## src/rtl/modexp_pkg.sv

```systemverilog
// Shared encodings for the modular-exponentiation controller: phase/substate
// codes and operand-mux selects.
package modexp_pkg;

    typedef logic [2:0] state_t;
    localparam state_t ST_IDLE = 3'd0;
    localparam state_t ST_PRE  = 3'd1;
    localparam state_t ST_LOOP = 3'd2;
    localparam state_t ST_POST = 3'd3;
    localparam state_t ST_DONE = 3'd4;

    typedef logic [1:0] sub_t;
    localparam sub_t SUB_IDLE  = 2'd0;
    localparam sub_t SUB_LOAD  = 2'd1;
    localparam sub_t SUB_WAIT  = 2'd2;
    localparam sub_t SUB_STORE = 2'd3;

    localparam logic [1:0] SEL1_PRE  = 2'b00;
    localparam logic [1:0] SEL1_LOOP = 2'b01;
    localparam logic [1:0] SEL1_POST = 2'b10;

    function automatic logic is_round(input state_t s);
        return (s == ST_PRE) || (s == ST_LOOP) || (s == ST_POST);
    endfunction

endpackage

```

## src/rtl/modexp_if.sv

```systemverilog
// Handshake and datapath-control bundle between the register wrapper /
// multiplier side (master) and modexp_ctrl (slave).
interface modexp_if #(parameter int EXP_W = 16);
    logic             start;
    logic [EXP_W-1:0] exp_e;
    logic             mmm_done;
    logic             mmm_start;
    logic             rst_mmm;
    logic             ld_a;
    logic             ld_r;
    logic             lock1;
    logic             lock2;
    logic [1:0]       sel1;
    logic             sel2;
    logic             busy;
    logic             eoc;

    modport master (
        output start, exp_e, mmm_done,
        input  mmm_start, rst_mmm, ld_a, ld_r, lock1, lock2, sel1, sel2, busy, eoc
    );

    modport slave (
        input  start, exp_e, mmm_done,
        output mmm_start, rst_mmm, ld_a, ld_r, lock1, lock2, sel1, sel2, busy, eoc
    );
endinterface

```

## src/rtl/modexp_round_seq.sv

```systemverilog
// One multiplier round: LOAD (launch) -> WAIT (for mmm_done) -> STORE.
// Decodes are combinational; the top level registers them onto the pins.
module modexp_round_seq
    import modexp_pkg::*;
(
    input  logic clk,
    input  logic rst,
    input  logic en,
    input  logic go,
    input  logic mmm_done,
    output logic ld_a,
    output logic mmm_start,
    output logic ld_r,
    output logic round_done
);

    sub_t sub, sub_nx;

    always_comb begin
        sub_nx = sub;
        case (sub)
            SUB_IDLE:  if (go) sub_nx = SUB_LOAD;
            SUB_LOAD:  sub_nx = SUB_WAIT;
            SUB_WAIT:  if (mmm_done) sub_nx = SUB_STORE;
            SUB_STORE: sub_nx = go ? SUB_LOAD : SUB_IDLE;
            default:   sub_nx = SUB_IDLE;
        endcase
    end

    always_ff @(posedge clk) begin
        if (rst) begin
            sub <= SUB_IDLE;
        end else if (en) begin
            sub <= sub_nx;
        end
    end

    assign ld_a       = (sub == SUB_LOAD);
    assign mmm_start  = (sub == SUB_LOAD);
    assign ld_r       = (sub == SUB_STORE);
    assign round_done = (sub == SUB_STORE);

endmodule

```

## src/rtl/modexp_ctrl.sv

```systemverilog
// Phase controller for Montgomery modular exponentiation (PRE, EXP_W LSB-first
// rounds, POST). Define MODEXP_EARLY_EXIT_EN to leave LOOP once exp_sr is zero.
//
// state   | meaning
// IDLE    | waiting for start; exponent captured on accept
// PRE     | one round converting operands into Montgomery domain
// LOOP    | one square/multiply round per exponent bit
// POST    | one round converting the result back
// DONE    | single-cycle end-of-conversion
module modexp_ctrl
    import modexp_pkg::*;
#(
    parameter int EXP_W = 16
) (
    input  logic      clk,
    input  logic      rst,
    input  logic      en,
    modexp_if.slave   bus
);

    localparam int CNT_W = $clog2(EXP_W + 1);

    state_t           state, state_nx;
    logic [EXP_W-1:0] exp_sr, sr_shift;
    logic [CNT_W-1:0] bit_cnt, cnt_inc;
    logic             go, loop_exit, skip_loop;
    logic             seq_ld_a, seq_start, seq_ld_r, round_done;

    assign sr_shift = exp_sr >> 1;
    assign cnt_inc  = bit_cnt + 1'b1;

`ifdef MODEXP_EARLY_EXIT_EN
    assign loop_exit = (cnt_inc == CNT_W'(EXP_W)) || (sr_shift == '0);
    assign skip_loop = (exp_sr == '0);
`else
    assign loop_exit = (cnt_inc == CNT_W'(EXP_W));
    assign skip_loop = 1'b0;
`endif

    always_comb begin
        state_nx = state;
        case (state)
            ST_IDLE: if (bus.start) state_nx = ST_PRE;
            ST_PRE:  if (round_done) state_nx = skip_loop ? ST_POST : ST_LOOP;
            ST_LOOP: if (round_done && loop_exit) state_nx = ST_POST;
            ST_POST: if (round_done) state_nx = ST_DONE;
            ST_DONE: state_nx = ST_IDLE;
            default: state_nx = ST_IDLE;
        endcase
    end

    // Relaunch the round sequencer on the same edge as the phase change so rounds run back to back.
    assign go = ((state == ST_IDLE) && bus.start) || (round_done && is_round(state_nx));

    modexp_round_seq u_seq (
        .clk        (clk),
        .rst        (rst),
        .en         (en),
        .go         (go),
        .mmm_done   (bus.mmm_done),
        .ld_a       (seq_ld_a),
        .mmm_start  (seq_start),
        .ld_r       (seq_ld_r),
        .round_done (round_done)
    );

    always_ff @(posedge clk) begin
        if (rst) begin
            state         <= ST_IDLE;
            exp_sr        <= '0;
            bit_cnt       <= '0;
            bus.mmm_start <= 1'b0;
            bus.rst_mmm   <= 1'b0;
            bus.ld_a      <= 1'b0;
            bus.ld_r      <= 1'b0;
            bus.lock1     <= 1'b0;
            bus.lock2     <= 1'b0;
            bus.sel1      <= SEL1_PRE;
            bus.sel2      <= 1'b0;
            bus.busy      <= 1'b0;
            bus.eoc       <= 1'b0;
        end else if (en) begin
            state <= state_nx;
            if ((state == ST_IDLE) && bus.start) begin
                exp_sr  <= bus.exp_e;
                bit_cnt <= '0;
            end else if ((state == ST_LOOP) && round_done) begin
                exp_sr  <= sr_shift;
                bit_cnt <= cnt_inc;
            end

            // Pins reflect the current phase one cycle later; lock1 is taken before the shift.
            bus.mmm_start <= seq_start;
            bus.ld_a      <= seq_ld_a;
            bus.ld_r      <= seq_ld_r;
            bus.busy      <= (state != ST_IDLE);
            bus.rst_mmm   <= is_round(state);
            bus.eoc       <= (state == ST_DONE);
            case (state)
                ST_PRE: begin
                    bus.sel1 <= SEL1_PRE;  bus.sel2 <= 1'b0;
                    bus.lock1 <= 1'b1;     bus.lock2 <= 1'b1;
                end
                ST_LOOP: begin
                    bus.sel1 <= SEL1_LOOP; bus.sel2 <= 1'b1;
                    bus.lock1 <= exp_sr[0]; bus.lock2 <= 1'b1;
                end
                ST_POST: begin
                    bus.sel1 <= SEL1_POST; bus.sel2 <= 1'b1;
                    bus.lock1 <= 1'b1;     bus.lock2 <= 1'b0;
                end
                default: begin
                    bus.sel1 <= SEL1_PRE;  bus.sel2 <= 1'b0;
                    bus.lock1 <= 1'b0;     bus.lock2 <= 1'b0;
                end
            endcase
        end
    end

endmodule

```

## src/flat_wrapper.sv

```systemverilog
// flat-port wrapper written by rule: the top's interface ports become plain ports
module modexp_ctrl_flat import modexp_pkg::*;
#(
    parameter int EXP_W = 16
)
  (clk, rst, en, bus_start, bus_exp_e, bus_mmm_done, bus_mmm_start, bus_rst_mmm, bus_ld_a, bus_ld_r, bus_lock1, bus_lock2, bus_sel1, bus_sel2, bus_busy, bus_eoc);
  modexp_if #(.EXP_W(EXP_W)) bus_i ();
  input  logic clk;
  input  logic rst;
  input  logic en;
  input wire logic [$bits(bus_i.start)-1:0] bus_start;
  input wire logic [$bits(bus_i.exp_e)-1:0] bus_exp_e;
  input wire logic [$bits(bus_i.mmm_done)-1:0] bus_mmm_done;
  output wire logic [$bits(bus_i.mmm_start)-1:0] bus_mmm_start;
  output wire logic [$bits(bus_i.rst_mmm)-1:0] bus_rst_mmm;
  output wire logic [$bits(bus_i.ld_a)-1:0] bus_ld_a;
  output wire logic [$bits(bus_i.ld_r)-1:0] bus_ld_r;
  output wire logic [$bits(bus_i.lock1)-1:0] bus_lock1;
  output wire logic [$bits(bus_i.lock2)-1:0] bus_lock2;
  output wire logic [$bits(bus_i.sel1)-1:0] bus_sel1;
  output wire logic [$bits(bus_i.sel2)-1:0] bus_sel2;
  output wire logic [$bits(bus_i.busy)-1:0] bus_busy;
  output wire logic [$bits(bus_i.eoc)-1:0] bus_eoc;
  assign bus_i.start = bus_start;
  assign bus_i.exp_e = bus_exp_e;
  assign bus_i.mmm_done = bus_mmm_done;
  assign bus_mmm_start = bus_i.mmm_start;
  assign bus_rst_mmm = bus_i.rst_mmm;
  assign bus_ld_a = bus_i.ld_a;
  assign bus_ld_r = bus_i.ld_r;
  assign bus_lock1 = bus_i.lock1;
  assign bus_lock2 = bus_i.lock2;
  assign bus_sel1 = bus_i.sel1;
  assign bus_sel2 = bus_i.sel2;
  assign bus_busy = bus_i.busy;
  assign bus_eoc = bus_i.eoc;
  modexp_ctrl #(.EXP_W(EXP_W)) u_core (.clk(clk), .rst(rst), .en(en), .bus(bus_i));
endmodule
```

## config.mk

```make
export PLATFORM = sky130hd
export DESIGN_NAME = modexp_ctrl_flat
export DESIGN_NICKNAME = d
export VERILOG_FILES = /design/src/rtl/modexp_pkg.sv /design/src/rtl/modexp_if.sv /design/src/rtl/modexp_round_seq.sv /design/src/rtl/modexp_ctrl.sv /design/src/flat_wrapper.sv
export SDC_FILE = /design/constraint.sdc
export NUM_CORES = 1
export LEC_CHECK = 0
export ABC_AREA = 1
export BUFFER_PORTS_ARGS = -buffer_cell sky130_fd_sc_hd__buf_2
export CAP_MARGIN = 20
export CORE_MARGIN = 1
export CORE_UTILIZATION = 45
export DETAILED_ROUTE_END_ITERATION = 8
export PLACE_DENSITY = 0.68
export SKIP_CTS_REPAIR_TIMING = 1
export SLEW_MARGIN = 20
export SYNTH_ARGS = -nofsm -noshare
export SYNTH_HDL_FRONTEND = slang
export SYNTH_SLANG_ARGS = --single-unit
```

## constraint.sdc

```tcl
create_clock -name clk -period 1.36 [get_ports clk]
set_clock_uncertainty 0.05 [all_clocks]
set_input_delay 0.408 -clock clk [delete_from_list [all_inputs] [get_ports clk]]
set_output_delay 0.408 -clock clk [all_outputs]
set_load 0.005 [all_outputs]
```

* Yosys cells after proc, flatten, opt, wreduce, memory -nomap -nowiden *
Index checks and enable logic that the tools add are counted.
Widths: inputs -> output; s select.

word-level totals
  register bits = 36
  input port bits = 21
  output and inout bits = 11
  logic and storage cells = 62

cells by class
  reductions and logical operators = 18
  $add $sub $neg = 1
  equality and inequality tests = 13
  mux-type cells = 17

operators with widths
  kind                 number
  $mux 16              2
  $eq 3x2->1 const B   4
  $mux 3               4
  $pmux 3 s4           1
  $mux 5               2
  $pmux 2 s4           1
  $eq 3x1->1 const B   2
  $reduce_or 2->1      3
  $add 5x1->5 const B  1
  $eq 5x5->1 const B   1
  $logic_or 1x1->1     5
  $eq 2x2->1 const B   2
  $logic_and 1x1->1    4
  $mux 2               2
  $ne 2x2->1 const B   2
  $pmux 2 s2           1
  $eq 3x3->1 const B   1
  $logic_not 3->1      1
  $mux 1               3
  $reduce_and 3->1     1
  $reduce_bool 3->1    1
  $eq 2x1->1 const B   1
  $logic_not 2->1      1
  $pmux 1 s2           1
  other kinds (2)      2

* Logic depth before layout (Yosys ltp) *
Gate-level depths: netlist of the first run.

  word-level depth = 12
  depth in mapped cells = 13
  mapped depth without buffers = 13

* By module *
A second synthesis of the first run with hierarchy kept.

second synthesis, totals
  cell total of the unflattened synthesis = 273
  area total of the unflattened synthesis = 1895.6 sq um

by module, submodules not included
  module            area an instance (sq um)  times used  seq. area each (sq um)  cells an instance
  modexp_ctrl       1684.1                    1           700.7                   244
  modexp_round_seq  211.5                     1           40.0                    29

* Worst setup path after synthesis of the first run *
Ideal clock, no wire load.

  path kind = register to register
  start = register u_core.bit_cnt[0]
  end = register u_core.u_seq.sub[1]
  cell stages (with the launch flop) = 13
  arrival = 1.325 ns
  setup time = 0.113 ns
  path buffers = 0
  path slack = -0.128 ns
  required time = 1.197 ns
  cell sequence = dfxtp_1 -> ha_1 -> inv_1 -> nand2_1 -> nand3_1 -> nor2_1 -> nand3_1 -> nand3_1 -> nand2_1 -> nand3_2 -> nand2_1 -> nor2_1 -> nor2_1

between the ends
  word-level cells in the longest chain between the ends = 12
  elaborated cells on any way between the ends = 14

ends and longest elaborated chain
  what                                             RTL line                RTL
  start, declared                                  modexp_ctrl.sv:25       logic [CNT_W-1:0] bit_cnt, cnt_inc;
  start signal, assigned                           modexp_ctrl.sv:89       bit_cnt <= cnt_inc;
  $add 5x1->5 *                                    modexp_ctrl.sv:30       assign cnt_inc = bit_cnt + 1'b1;
  $eq 5x5->1 *                                     modexp_ctrl.sv:36       assign loop_exit = (cnt_inc == CNT_W'(EXP_W));
  $logic_and 1x1->1 *                              modexp_ctrl.sv:45       ST_LOOP: if (round_done && loop_exit) state_nx = ST_POST;
  $mux 3 *                                         modexp_ctrl.sv:45
  $pmux 3 s4 *                                     modexp_ctrl.sv:42       case (state)
  $eq 3x1->1 / $eq 3x2->1 (equally long branches)  modexp_pkg.sv:23        return (s == ST_PRE) || (s == ST_LOOP) || (s == ST_POST);
  $logic_or 1x1->1                                 modexp_pkg.sv:23
  $logic_or 1x1->1 *                               modexp_pkg.sv:23
  $logic_and 1x1->1 *                              modexp_ctrl.sv:53       assign go = ((state == ST_IDLE) && bus.start) || (round_done && is_round(state_nx));
  $logic_or 1x1->1 *                               modexp_ctrl.sv:53
  $ne 2x2->1 (no source line) *                    n/a
  $reduce_and 3->1 (no source line) *              n/a
  end signal, assigned                             modexp_round_seq.sv:34  sub <= sub_nx;
  end, declared                                    modexp_round_seq.sv:17  sub_t sub, sub_nx;

Mark *: on every way between the ends. The rest lies on a longest branch, timed or not.
A chain may end at the register's enable or synchronous reset.

* Worst setup path after layout of the first run *
Same ends and word-level chain as after synthesis.

==> results by group, run 1 <==
Detailed routing
  – WL final: 4310 um
  – Drt wl/cell: 12.8 um
  – Final ANT Viol Nets: 0
  – Vias per cell: 5.10
  – Routed vias: 1,724
  – DRC Markers: 0
  – 1st-pass router iterations: 6
  – Iteration-0 DRC Markers: 63

STA
  – RSZ-0062 raised after global routing: true
  – Fmax: 0.679 GHz
  – Tcrit/Tclk final: 108%
  – Final Hold Fails: 0
  – Final setup viols: 11
  – Worst hold margin: 0.323 ns
  – Final min period: 1.47 ns
  – Setup_tns: -0.402 ns
  – Slew Limit Fails: 0
  – Final worst slack: -0.113 ns
  – Rel. slew slack: 82.7%
  – Worst Tran Pin Value: 0.259 ns

Layout
  – Share of layout cells above drive strength 1: 37.6%
  – Final #Nets: 317
  – Final core utilization: 66.1%
  – Fill cell count: 340
  – ANT cells: 0
  – Area delta synth->final: 39.9%
  – Design area: 2420 sq um

Synthesis
  – Post-synthesis adder-cell area fraction: 5.07%
  – Post-synth EDFFs: 0
  – Asr flop ratio synth: 0%
  – Synth cell types: 26
  – Synth top cells by count: nand2_1 (67), dfxtp_1 (36), inv_1 (21)
  – Syn Inst Count: 231
  – Synth Area in Compound Gates: 20.2%
  – Largest family of logic cells by synthesized area: simple AND/OR/NAND/NOR gates
  – Synth area leader: dfxtp_1
  – Syn_nets: 259
  – Post-Synth Simple-Gate Area: 23.5%
  – Post-synthesis mux area share: 0%
  – Sequential share of the synthesized area: 41.7%
  – Number of synthesized register bits: 36
  – Synth Flop Type: dfxtp_1
  – Dominant cell by count in the synthesized netlist: nand2_1
  – Area share of the largest cell type after synthesis: 41.7%
  – Area of the mapped netlist: 1730 sq um
  – Syn avg cell area: 7.49 sq um
  – Yosys warnings: 0
  – Xor/xnor share of the synthesized area: 0%
  – Top post-synthesis cells by area: dfxtp_1 (42%), nand2_1 (15%), a31oi_1 (6.5%)

CTS
  – Clock sink total: 36
  – Worst-Skew Late Latency: 0.29 ns
  – CTS tree: done
  – Root buffer cell: clkbuf_8
  – Bufs on Longest Clock Path: 2
  – Clock edge transition at the registers on the reported setup and hold paths: 0.07 ns
  – Total CTS buffers: 5
  – # H-tree levels: 2

Critical path
  – Most used cell, CP: nor2_1
  – Max incr delay on CP: 0.37 ns
  – CP Buf/Inv Count: 1
  – Startpoint types: register
  – Critical-path cell list: ha_4, inv_2, nand2_2, nand3_2, nor2_1, nand3_1, nand3_1, nand2_2, nand3_2, nand2_1, nor2_1, nor2_1
  – Endpoint type of the worst setup path: register
  – Crit path DAT: 1.61 ns
  – CP max-delay cell: dfxtp_4
  – Worst EP required: 1.50 ns
  – Crit Path Max Fanout: 4
  – CP Class: register to register
  – Family with the most delay on the worst path: simple AND/OR/NAND/NOR gates

Placement
  – Detail Placement HPWL: 2650 um
  – Area after DPL: 2110 sq um
  – Final RePlAce weighted congestion: 0.810
  – PortBufs: 31

Run
  – Total of max-cap violations: 0

Power and ir drop
  – Design Power: 2.59 mW
  – Cell Pwr Density: 1070 nW/um^2
  – Peak supply drop: 0.640 mV
  – Leakage: 1.05 nW

Die
  – Die Height: 64.0 um
  – Core area: 3660 sq um
  – Initial Util: 47.2%
  – Area of the die: 4090 sq um
  – Row count: 22
  – I/O Pins: 32
  – Die width: 64.0 um

GRT
  – Largest net degree at the start of global routing: 32
  – GRT Total Usage: 19.9%
  – Antenna violations before repair: 0
  – GRT Residual Overflow: 0
  – First-pass GRT wire length: 6240 um
  – Via count of the first global-routing pass: 1,435

Hold path
  – Worst Hold Class: primary input to register

Run status
  – Failing checks: negative setup slack
  – Status: complete, but fails checks
[metrics by stage]
| step | cells | setup slack [ns] |
|---|---|---|
| after CTS | 331 | -0.153 |
| after global routing | 338 | -0.230 |
| after detailed placement | 323 | -0.130 |
| after floorplan | 231 | 0.00565 |
| final | 338 | -0.113 |
| after global placement | 323 | -0.107 |
[power by group]
group	switching (mW)	total, mW	internal, mW
clock network	0.383	0.927	0.544
logic	0.267	0.498	0.231
registers	0.0483	1.16	1.11
total	0.698	2.59	1.89
[state kept, by name, summed over array words and instances (netlist names)]
register            count
u_core.bus.ld_r         1
u_core.bus.ld_a         1
u_core.exp_sr          16
u_core.u_seq.sub        2
u_core.bus.rst_mmm      1
u_core.bus.lock1        1
u_core.bus.lock2        1
u_core.bus.sel2         1
u_core.state            3
u_core.bus.sel1         2
u_core.bus.eoc          1
u_core.bit_cnt          5
u_core.bus.busy         1
[tightest hold or removal path: stages]
cell	delay (ns)
buf_2	0.09
nand2_1	0.05
a31oi_1	0.07
[metal layers]
layer / up-vias / track usage, % / part of all wire (%)
met5: - / 0 / 0
met4: 0 / 7.67 / 1.3
met3: 6 / 5.36 / 3.2
met2: 30 / 32.8 / 52
met1: 805 / 24.5 / 44
li1: 883 / - / -
[cell families (layout without fill, tap and decap cells)]
kind of cell / after synthesis / count (layout)
fa+ha+maj: 7 / 7
simple gates: 94 / 94
flops: 36 / 36
compound gates: 59 / 59
buf+inv: 35 / 94
[final timing paths]
path	startpoint	endpoint	slack, ns	cells past startpoint
worst max-delay path	u_core.bit_cnt[0]$_SDFFE_PP0P_	u_core.u_seq.sub[1]$_SDFFE_PP0P_	-0.11	12
worst min-delay path	bus_exp_e[9]	u_core.exp_sr[9]$_SDFFE_PP0P_	0.32	3
worst max register to register	u_core.bit_cnt[0]$_SDFFE_PP0P_	u_core.u_seq.sub[1]$_SDFFE_PP0P_	-0.11	12
worst min register to register	u_core.bus.sel1[0]$_SDFFE_PP0P_	u_core.bus.sel1[0]$_SDFFE_PP0P_	0.41	2
[cells in the final DEF, fill, tap and decap left out, types with 3 or more instances in the layout]
cell type   n
nand2_1    62
buf_2      31
dfxtp_1    28
buf_4      24
inv_1      18
a31oi_1    16
o21ai_1    13
a21oi_1    11
nand3_1    10
nor2_1      6
ha_1        5
clkbuf_8    5
dfxtp_4     5
nor2_4      4
nand2_2     4
o21ai_0     4
a21oi_2     4
buf_6       4
inv_2       3
o211ai_1    3
dfxtp_2     3
[layout make-up]
type	instances	area [sq um]	area share (%)
Inverter	23	96.3	3.98
Tap cell	48	60.1	2.48
Timing Repair Buffer	61	420	17.4
Clock buffer	6	72.6	3.00
Multi-Input combinational cell	160	966	39.9
Sequential cell	36	743	30.7
Clock inverter	2	35.0	1.45
Timing Repair inverter	2	25.0	1.03
Note: power is estimated with default switching activity, not from simulation.
==> run 2, diff against run 1 <==
--- a/config.mk
+++ b/config.mk
@@ -10,6 +10,7 @@
 export CAP_MARGIN = 20
 export CORE_MARGIN = 1
 export CORE_UTILIZATION = 45
+export CTS_BUF_LIST = sky130_fd_sc_hd__clkbuf_4
 export DETAILED_ROUTE_END_ITERATION = 8
 export PLACE_DENSITY = 0.68
 export SKIP_CTS_REPAIR_TIMING = 1
==> run 2 against run 1 <==
The flow still finishes with violations (negative setup slack). Cell count stayed put. Via count is 0.81% higher. Sequential power hardly changed. Clock power is 17% lower. Clock-buffer cell count stayed put. Critical path depth is 1 higher. Worst hold slack worse by 0.076 ns. Register-to-register slack worse by 0.04 ns. Sequential share of layout area is 0.36 points lower. Sequential cell count stayed put. First-iteration DRC count is 13% lower. Critical endpoint unchanged. Largest cell class unchanged.
==> results by group, run 2 (synthesis results as in run 1) <==
STA
  – Fmax: 0.659 GHz (-2.9%)
  – Tcrit/Tclk final: 112% (+3.2 points)
  – Final worst slack: -0.157 ns (-0.0442 ns)
  – Slew Limit Fails: 0 (unchanged)
  – Rel. slew slack: 82.7% (about the same)
  – RSZ-0062 raised after global routing: true
  – Final min period: 1.52 ns (+0.0442 ns)
  – Final Hold Fails: 0 (unchanged)
  – Final setup viols: 22 (+11)
  – Worst Tran Pin Value: 0.259 ns (+0.000715 ns)

Critical path
  – Worst-case reg-to-reg path depth: 13 (+1)
  – Worst EP required: 1.56 ns (+0.06 ns)
  – R2R Path Start: u_core.u_seq.sub[1]$_SDFFE_PP0P_
  – CP max-delay cell: dfxtp_2
  – Critical path depth: 13 (+1)
  – Critical-path cell list: ha_4, inv_1, nand2_1, nand3_1, nand2_1, inv_1, nand3_1, nand2_2, nand3_2, nand2_2, nand2_1, nand2_1, nor2_1
  – Crit path from: u_core.u_seq.sub[1]$_SDFFE_PP0P_
  – Endpoint type of the worst setup path: register
  – Most used cell, CP: nand2_1
  – Crit path DAT: 1.72 ns (+0.11 ns)
  – Family with the most delay on the worst path: simple AND/OR/NAND/NOR gates
  – Max incr delay on CP: 0.36 ns (about the same)
  – Startpoint types: register
  – Crit Path Max Fanout: 5 (+1)
  – CP Buf/Inv Count: 2 (+1)
  – CP Class: register to register

Power and ir drop
  – Internal Pwr Total: 1.76 mW (-7.0%)
  – Leakage: 1.05 nW (+0.24%)
  – Total net switching power: 0.702 mW (+0.58%)
  – Design Power: 2.46 mW (-4.9%)
  – Switching share of power: 28.5% (+1.6 points)
  – Peak supply drop: 0.608 mV (-5.0%)
  – Clock Power Share: 31.4% (-4.4 points)
  – Logic pwr share: 21.2% (+2.0 points)
  – Register share of total power: 47.4% (+2.5 points)
  – Cell Pwr Density: 1010 nW/um^2 (-6.0%)

Die
  – Initial Util: 47.2% (unchanged)
  – Area of the die: 4090 sq um (unchanged)
  – Row count: 22 (unchanged)
  – Die Height: 64.0 um (unchanged)
  – Core area: 3660 sq um (unchanged)
  – Die width: 64.0 um (unchanged)
  – I/O Pins: 32 (unchanged)

CTS
  – # H-tree levels: 2 (unchanged)
  – Worst-Skew Late Latency: 0.36 ns (+0.07 ns)
  – CTS tree: done
  – Clock sink total: 36 (unchanged)
  – Clock edge transition at the registers on the reported setup and hold paths: 0.12 ns (+0.05 ns)
  – Bufs on Longest Clock Path: 2 (unchanged)
  – Root buffer cell: clkbuf_4
  – Total CTS buffers: 5 (unchanged)

Placement
  – Cell count after placement: 323 (unchanged)
  – Detail Placement HPWL: 2650 um (unchanged)
  – PortBufs: 31 (unchanged)
  – Final RePlAce weighted congestion: 0.810 (unchanged)

Layout
  – Area delta synth->final: 41.5%
  – Most common cell after layout, fill and taps aside: nand2_1
  – Share of layout cells above drive strength 1: 40.3% (+2.8 points)
  – Largest register FFs: 16 (unchanged)
  – Most flops, register: u_core.exp_sr
  – Final #Nets: 317 (unchanged)
  – Biggest regs: u_core.exp_sr (16), u_core.bit_cnt (5), u_core.state (3)
  – Non-Filler Instances: 338 (unchanged)
  – Commonest non-fill, non-tap cells in the layout: nand2_1 (60), buf_2 (31), dfxtp_1 (28)
  – ANT cells: 0 (unchanged)

Run status
  – Status: complete, but fails checks
  – Failing checks: negative setup slack

Run
  – Total of max-cap violations: 0 (unchanged)

Detailed routing
  – Final ANT Viol Nets: 0 (unchanged)
  – 1st-pass router iterations: 4 (-2)
  – WL final: 4410 um (+2.2%)
  – Vias per cell: 5.14 (+0.81%)
  – Drt wl/cell: 13.0 um (+2.2%)
  – Routed vias: 1,738 (+0.81%)
  – Iteration-0 DRC Markers: 55 (-13%)
  – DRC Markers: 0 (unchanged)

GRT
  – GRT Total Usage: 19.8% (-0.11 points)
  – Largest net degree at the start of global routing: 32 (unchanged)
  – First-pass GRT wire length: 6240 um (unchanged)
  – Via count of the first global-routing pass: 1,434 (-0.070%)
  – GRT Residual Overflow: 0 (unchanged)
  – Antenna violations before repair: 0 (unchanged)

Hold path
  – Hold Crit Depth: 3 (unchanged)
  – Hold Crit Start: bus_exp_e[2]
  – Worst Hold Class: primary input to register
==> run 2: changes by cell type in the layout (fill, tap and decap cells not counted), moves of 2 or more <==
cell	change
clkbuf_4	+6
o21ai_1	-3
o21ai_2	+2
nand2_1	-2
a31oi_4	+2
clkbuf_8	-5
==> run 2: path summary, 6_finish.rpt <==
kind,to,slack [ns]
min reg2reg,u_core.bus.sel1[0]$_SDFFE_PP0P_,0.42
min,u_core.exp_sr[2]$_SDFFE_PP0P_,0.25
max,u_core.u_seq.sub[1]$_SDFFE_PP0P_,-0.16
max reg2reg,u_core.u_seq.sub[1]$_SDFFE_PP0P_,-0.16
==> run 2: through the flow <==
stage	setup TNS [ns]	utilization [%]	hold WS, ns	instance area, sq um	worst slack, ns
finish	-1.03	66.8	0.248	2450	-0.157
floorplan	0	-	0.390	1770	0.00565
global route	-2.37	66.8	0.247	2450	-0.255
global placement	-0.586	57.7	0.399	2110	-0.107
CTS	-1.82	59.8	0.250	2190	-0.161
detailed placement	-1.08	57.7	0.403	2110	-0.130
==> run 2: metal layers <==
metal / GRT usage, % / part of all wire, %
met5: 0 / 0
met4: 7.67 / 1.3
met2: 32.8 / 52
met3: 5.36 / 3.1
met1: 24.2 / 44
==> run 2: layout make-up <==
| class | instances | area [sq um] |
|---|---|---|
| clock inverters | 2 | 35.0 |
| well taps | 48 | 60.1 |
| inverters | 23 | 96.3 |
| multi-input cells | 160 | 1020 |
| fillers | 321 | 1210 |
| repair buffers | 61 | 420 |
| flip-flops and latches | 36 | 743 |
| clock buffers | 6 | 45.0 |
| repair inverters | 2 | 25.0 |
==> run 2: power by group through the flow <==
stage	combinational (mW)	sequential, mW	clock [mW]
5_1_grt	0.579	1.17	0.821
2_1_floorplan	0.265	1.18	0
4_1_cts	0.429	1.16	0.781
3_5_place_dp	0.425	1.18	0
3_3_place_gp	0.419	1.18	0
6_report	0.522	1.17	0.773
==> run 2: worst register-to-register path, stage by stage (launching register included) <==
cell     delay (ns)
dfxtp_2        0.36
ha_4           0.19
inv_1          0.12
nand2_1        0.08
nand3_1        0.08
nand2_1        0.06
inv_1          0.05
nand3_1        0.07
nand2_2        0.09
nand3_2        0.08
nand2_2        0.07
nand2_1        0.05
nand2_1        0.05
nor2_1         0.03
